File: src/rtl/signed_div4_seq.sv
// Multi-cycle signed divider: restoring division on operand magnitudes, one quotient bit
// per clock, with sign fix-up, divide-by-zero and overflow reporting.
module signed_div4_seq #(
   parameter int WIDTH = 4
) (
   input  logic             clk,
   input  logic             rst_n,
   input  logic             start,
   input  logic [WIDTH-1:0] dividend,
   input  logic [WIDTH-1:0] divisor,
   output logic             busy,
   output logic             done,
   output logic [WIDTH-1:0] quotient,
   output logic [WIDTH-1:0] remainder,
   output logic             div_by_zero,
   output logic             overflow
);

   localparam int CW = $clog2(WIDTH + 1);

   typedef enum logic [2:0] {
      S_IDLE = 3'd0,
      S_CALC = 3'd1,
      S_FIX  = 3'd2,
      S_ZERO = 3'd3,
      S_DONE = 3'd4
   } state_t;

   // Unsigned magnitude of a two's-complement value; -2^(W-1) maps to 2^(W-1).
   function automatic logic [WIDTH-1:0] f_mag(input logic [WIDTH-1:0] v);
      logic [WIDTH-1:0] m;
      if (v[WIDTH-1]) begin
         m = ~v + WIDTH'(1);
      end else begin
         m = v;
      end
      return m;
   endfunction

   state_t           r_state;
   logic [CW-1:0]    r_cnt;
   logic [WIDTH-1:0] r_dvd;
   logic [WIDTH-1:0] r_dvd_mag;
   logic [WIDTH:0]   r_dvs_mag;
   logic [WIDTH-1:0] r_rem;
   logic [WIDTH-1:0] r_quo;
   logic             r_neg_q;
   logic             r_neg_r;
   logic             r_ovf;
   logic             r_busy;
   logic             r_done;
   logic [WIDTH-1:0] r_quotient;
   logic [WIDTH-1:0] r_remainder;
   logic             r_div_by_zero;
   logic             r_overflow;

   logic [WIDTH:0]   w_rem_sh;
   logic [WIDTH:0]   w_diff;
   logic             w_diff_neg;

   // Trial subtract as add of the inverted divisor with carry-in 1; the partial remainder
   // always stays below 2*|divisor|, so WIDTH+1 bits hold the signed difference.
   assign w_rem_sh   = {r_rem, r_dvd_mag[WIDTH-1]};
   assign w_diff     = w_rem_sh + ~r_dvs_mag + (WIDTH+1)'(1);
   assign w_diff_neg = w_diff[WIDTH];

   // Control FSM, iteration datapath and registered result outputs.
   always_ff @(posedge clk or negedge rst_n) begin
      if (!rst_n) begin
         r_state       <= S_IDLE;
         r_cnt         <= '0;
         r_dvd         <= '0;
         r_dvd_mag     <= '0;
         r_dvs_mag     <= '0;
         r_rem         <= '0;
         r_quo         <= '0;
         r_neg_q       <= 1'b0;
         r_neg_r       <= 1'b0;
         r_ovf         <= 1'b0;
         r_busy        <= 1'b0;
         r_done        <= 1'b0;
         r_quotient    <= '0;
         r_remainder   <= '0;
         r_div_by_zero <= 1'b0;
         r_overflow    <= 1'b0;
      end else begin
         case (r_state)
            S_IDLE: begin
               r_done <= 1'b0;
               if (start) begin
                  r_dvd         <= dividend;
                  r_dvd_mag     <= f_mag(dividend);
                  r_dvs_mag     <= {1'b0, f_mag(divisor)};
                  r_rem         <= '0;
                  r_quo         <= '0;
                  r_cnt         <= CW'(WIDTH);
                  r_neg_q       <= dividend[WIDTH-1] ^ divisor[WIDTH-1];
                  r_neg_r       <= dividend[WIDTH-1];
                  r_ovf         <= (dividend == {1'b1, {(WIDTH-1){1'b0}}}) &&
                                   (divisor == {WIDTH{1'b1}});
                  r_div_by_zero <= 1'b0;
                  r_overflow    <= 1'b0;
                  r_busy        <= 1'b1;
                  r_state       <= (divisor == {WIDTH{1'b0}}) ? S_ZERO : S_CALC;
               end else begin
                  r_state <= S_IDLE;
               end
            end
            S_CALC: begin
               r_dvd_mag <= {r_dvd_mag[WIDTH-2:0], 1'b0};
               r_quo     <= {r_quo[WIDTH-2:0], ~w_diff_neg};
               if (!w_diff_neg) begin
                  r_rem <= w_diff[WIDTH-1:0];
               end else begin
                  r_rem <= w_rem_sh[WIDTH-1:0];
               end
               r_cnt <= r_cnt - CW'(1);
               if (r_cnt == CW'(1)) begin
                  r_state <= S_FIX;
               end else begin
                  r_state <= S_CALC;
               end
            end
            S_FIX: begin
               // Overflow needs no special case: |q| = 2^(W-1) truncates to -2^(W-1).
               r_quotient  <= r_neg_q ? (~r_quo + WIDTH'(1)) : r_quo;
               r_remainder <= r_neg_r ? (~r_rem + WIDTH'(1)) : r_rem;
               r_overflow  <= r_ovf;
               r_busy      <= 1'b0;
               r_done      <= 1'b1;
               r_state     <= S_DONE;
            end
            S_ZERO: begin
               r_quotient    <= {WIDTH{1'b1}};
               r_remainder   <= r_dvd;
               r_div_by_zero <= 1'b1;
               r_busy        <= 1'b0;
               r_done        <= 1'b1;
               r_state       <= S_DONE;
            end
            S_DONE: begin
               r_done  <= 1'b0;
               r_state <= S_IDLE;
            end
            default: begin
               r_busy  <= 1'b0;
               r_done  <= 1'b0;
               r_state <= S_IDLE;
            end
         endcase
      end
   end

   assign busy        = r_busy;
   assign done        = r_done;
   assign quotient    = r_quotient;
   assign remainder   = r_remainder;
   assign div_by_zero = r_div_by_zero;
   assign overflow    = r_overflow;

endmodule

File: config.mk
export PLATFORM = sky130hd
export DESIGN_NAME = signed_div4_seq
export DESIGN_NICKNAME = d
export VERILOG_FILES = /design/src/rtl/signed_div4_seq.sv
export SDC_FILE = /design/constraint.sdc
export NUM_CORES = 1
export LEC_CHECK = 0
export ABC_AREA = 1
export CORE_AREA = 2 2 63 65
export DETAILED_ROUTE_END_ITERATION = 8
export DIE_AREA = 0 0 65 67
export PLACE_DENSITY_LB_ADDON = 0.3
export SYNTH_ARGS = -nofsm -noshare
export SYNTH_HDL_FRONTEND = slang
export SYNTH_SLANG_ARGS = --single-unit
File: constraint.sdc
create_clock -name clk -period 2.5 [get_ports clk]
set_input_delay 0.25 -clock clk [delete_from_list [all_inputs] [get_ports clk]]
set_output_delay 0.25 -clock clk [all_outputs]
set_load 0.05 [all_outputs]
# After elaboration in Yosys (flattened, before gate mapping)
# Cells that the tools add are included.
[classes]
add_sub_neg = 7
n_eq_ne = 8
n_mux = 24
n_bitwise = 8
reduce_logical = 14
[ops]
columns = ["operator", "n"]
rows = [
  ["$pmux W4 S2", 5],
  ["$mux W4", 7],
  ["$add A4 B1 Y4 const B", 4],
  ["$not A4 Y4", 4],
  ["$reduce_and A2 Y1", 5],
  ["$pmux W3 S3", 1],
  ["$eq A4 B4 Y1 const B", 2],
  ["$pmux W1 S2", 4],
  ["$reduce_bool A2 Y1", 4],
  ["$eq A3 B1 Y1 const B", 2],
  ["$eq A3 B2 Y1 const B", 2],
  ["$mux W2", 3],
  ["$pmux W3 S2", 1],
  ["$add A5 B1 Y5 const B", 1],
  ["$add A5 B5 Y5", 1],
  ["$not A4 Y5", 1],
  ["$logic_not A4 Y1", 1],
  ["$reduce_or A2 Y1", 2],
  ["$eq A3 B3 Y1 const B", 1],
  ["$logic_not A3 Y1", 1],
  ["$mux W3", 1],
  ["$sub A3 B1 Y3 const B", 1],
  ["$mux W1", 2],
  ["$ne A2 B2 Y1 const B", 1],
  ["other kinds (3)", 4],
]
[totals]
regBits = 41
in_bits = 11
out_inout_bits = 12
word_cells = 77

# Logic depth before layout (Yosys ltp)
[depth]
ltp_word = 5
depth_mapped = 11
depth_no_buf = 11

# Worst setup path before layout
# OpenSTA, ideal clock, no wires.
[synth_path]
kind = "reg2reg"
from = "reg r_dvd_mag[3]"
to = "reg r_rem[3]"
setup_ns = 0.117
t_arrival_ns = 1.527
slack_ns = 0.855
path_stages_with_launch = 12
synth_period_minus_slack_ns = 1.645
cell_sequence = "dfrtp_1 inv_1 ha_1 fa_1 inv_1 nand2_1 nand2_1 nand3_2 nand2_1 nand2_1 nand3_1 nand2_1"
[synth_via]
elab_chain_cells = 4
[synth_rtl]
columns = ["item", "line", "text"]
rows = [
  ["start, declared", "43", "logic [WIDTH-1:0] r_dvd_mag;"],
  ["start signal, assigned", "92", "r_dvd_mag <= f_mag(dividend);"],
  ["start signal, assigned", "110", "r_dvd_mag <= {r_dvd_mag[WIDTH-2:0], 1'b0};"],
  ["$add A5 B5 Y5", "64", "assign w_diff = w_rem_sh + ~r_dvs_mag + (WIDTH+1)'(1);"],
  ["$add A5 B1 Y5", "64", ""],
  ["$mux W4", "112", "if (!w_diff_neg) begin"],
  ["$pmux W4 S2", "87", "case (r_state)"],
  ["end signal, assigned", "113", "r_rem <= w_diff[WIDTH-1:0];"],
  ["end signal, assigned", "115", "r_rem <= w_rem_sh[WIDTH-1:0];"],
  ["end, declared", "45", "logic [WIDTH-1:0] r_rem;"],
]
# Every way passes these cells.
# A chain may end at the register's enable or synchronous reset.

# Worst setup path after layout
[layout_path]
from = "reg r_dvd_mag[3]"
to = "reg r_rem[0]"
[layout_via]
elab_chain_cells = 4
[layout_rtl]
columns = ["item", "line"]
rows = [
  ["$add A5 B5 Y5", "64"],
  ["$add A5 B1 Y5", "64"],
  ["$mux W4 *", "112"],
  ["$pmux W4 S2 *", "87"],
]
# Mark *: on every way between the ends. The rest lies on a longest branch, timed or not.

==> impl_metrics.yaml <==
floorplan:
  num_rows: 22
  die_x_um: 65
  die_area_sq_um: 4360
  die_y_um: 67
  start_util_pct: 59.1
  io-pin-count: 23
  core-area_sq_um: 3610
synthesis:
  netlist_area_sq_um: 2130
  ys.warnings.count: 0
  synth_top_area_share_pct: 47.0
  synthCells: 244
  syn_avg_cell_area_sq_um: 8.73
  synth-compound-area-share_pct: 12.2
  ys_seq_area_share_pct: 47.0
  muxShareOfSynthArea_pct: 0
  ys_ff_latch: 40
  syn-num-nets: 267
  synth_top_cell_by_area: "dfrtp_1"
  synth-simple-area-share_pct: 23.3
  synth_top_family_by_area: "simple AND/OR/NAND/NOR gates"
  netlist_top_cells_area: "dfrtp_1, nand2_1, inv_1"
  synth_adder_area_share_pct: 7.40
  ys_types: 34
  synth-xor-area-share_pct: 1.64
placed_design:
  placed_cell_area_sq_um: 2380
  port_buffers: 22
  place_congestion: 0.847
  dpl.hpwl_um: 3040
  dp_slack_ps: 706
flow_run:
  maxCapViolCount: 0
sta:
  layout_min_cycle_time_ps: 1810
  timing.final.crit_share_pct: 72.4
  hold_viol_final: 0
  drv_slew: 0
  finalSetupTns_ps: 0
  grt_setup_unrepaired: "false"
  fin_ws_ps: 689
  setup-violations-final: 0
  slew-limit-headroom_pct: 42.6
  holdWs_ps: 61.0
  fin_skew_ps: 7.33
  max_freq_mhz: 552
  worst-slew-pin-transition_ps: 861
critical_path:
  cp-end-kind: "flip-flop"
  max_stage_delay_ps: 400
  path_class: "flip-flop to flip-flop"
  cp_slowest_cell: "fa_1"
  cp_max_fo: 5
  crit_chain: "inv_1 > ha_1 > fa_1 > inv_1 > nand2_1 > nand2_1 > nand3_2 > nand2_1 > nand2_1 > nand3_1 > nand2_1"
  path_common_cell: "nand2_1"
  reg2reg_depth: 11
  cp_num_cells: 11
  crit_buf_inv: 2
  required_ps: 2680
  crit_family: "adder cells"
  critPathArrivalTime_ps: 1990
  start_kind: "flip-flop"
drt:
  viasPerCell: 5.19
  detail_route.first_pass.iterations: 4
  dr.first_iter.drc_count: 121
  vias: 1652
  drt-total-wl_um: 4010
  drtAntennaViolNets: 0
  wire_per_inst_um: 12.6
  drc: 0
clocking:
  root_buffer: "clkbuf_8"
  clockBufferDepth: 2
  worstSkewPairLatency_ps: 290
  cts_sinks: 40
  cts-buffers-inserted: 5
  cts_tree: "built"
  post_cts_buffers: 0
  clk_pin_slew_ps: 80
  htree_levels: 2
  ctsHoldBuffers: 0
  ctsResizeCount: 0
status:
  status: "completed"
layout:
  n_antenna_cell: 0
  layout_commonest_cell: "nand2_1"
  multi_input_area_sq_um: 948
  final.fill_count: 290
  seq_area_sq_um: 1000
  area_growth_pct: 17.7
  drive_gt1_share_pct: 10.0
  fin_area_sq_um: 2510
  layout_common_cells: "nand2_1, dfrtp_1, inv_1, nand3_1, clkdlybuf4s50_1"
  nNetsFinal: 292
global_routing:
  grt_pass1_wl_um: 6910
  grt_use_total_pct: 21.3
  antenna_found_initial: 0
  first_global_vias: 1504
  grt_overflow: 0
  grt_max_degree: 41
power_and_ir_drop:
  ir_drop_mv: 0.641
  cellPowerDensity_nw_per_um2: 1430
  power_leakage_uw: 0.00124
hold_path:
  min_path_type: "input pin to asynchronous set/reset pin"
## where the power goes
| part | internal [uW] | total (uW) | switching (uW) |
|---|---|---|---|
| clock network | 352 | 577 | 225 |
| registers | 927 | 1120 | 193 |
| logic | 675 | 1890 | 1210 |
## registers in the layout, indices dropped and copies added, names as in the netlist
signal and cells:
busy 1, div_by_zero 1, done 1, overflow 1, quotient 4, r_cnt 3, r_dvd 4, r_dvd_mag 4
r_dvs_mag 4, r_neg_q 1, r_ovf 1, r_quo 4, r_rem 4, r_state 3, remainder 4
## through the flow
stage | std cells | utilization [%] | total power [uW]
finish | 318 | 69.5 | 3580
global route | 318 | 69.5 | 3890
floorplan | 244 | - | 2580
global placement | 310 | 66.0 | 2960
CTS | 318 | 69.5 | 3600
detailed placement | 310 | 66.0 | 3020
## cells by family after synthesis
kind of cell             after synthesis
AO/OA/AOI/OAI                         42
buffers and inverters                 45
XOR/XNOR                               4
flip-flops                            40
AND/OR/NAND/NOR                      101
adder cells (fa/ha/maj)               12
## cell usage after synthesis
master and n:
xnor2_1 1, nor2_2 1, o22ai_1 7, fa_1 1, a31oi_1 1, inv_2 3, o21ai_2 4, inv_1 37
inv_4 1, dfrtp_1 40, ha_1 11, or2_2 1, nor3_4 1, nand3_1 23, clkbuf_1 1, o21a_1 1
nor2_4 1, o211ai_2 1, nand2_4 2, nand2_1 57, nand4_1 3, o211ai_1 2, nor2_1 8, o221ai_1 2
o21ai_0 15, nand3_2 1, nor2_8 2, nor3_1 1, xor2_1 3, o21ai_1 2, buf_2 2, buf_6 1
o31ai_1 1, a21oi_1 6
## layout make-up
type | instances | share of cell area (%)
Clock buffer | 7 | 3.84
Timing Repair Buffer | 22 | 8.58
Sequential cell | 40 | 39.9
Tap cell | 48 | 2.40
Inverter | 41 | 6.24
Clock inverter | 1 | 1.20
Multi-Input combinational cell | 159 | 37.8
## worst reg2reg max path: cells and delay by family (launching register included)
family / cells / cell delay (ps)
adder cells (fa/ha/maj): 2 / 630
AND/OR/NAND/NOR: 7 / 590
flip-flops: 1 / 340
buffers and inverters: 2 / 150
## layer usage
layer,track usage (%),part of all wire (%),vias to the layer above
met5,0,0,-
met4,10.1,1.5,0
met2,32.7,46,48
li1,-,-,849
met3,5.07,4.7,7
met1,28.4,47,748
## worst paths after layout
kind	to	startpoint	slack [ps]
max	r_rem[0]	r_dvd_mag[3]	690
max reg2reg	r_rem[0]	r_dvd_mag[3]	690
max in group asynchronous	r_dvs_mag[0]	rst_n	1890
min	remainder[2]	rst_n	60
min reg2reg	div_by_zero	div_by_zero	470
min in group clk	div_by_zero	div_by_zero	470
Power figures use the tool's default switching activity.
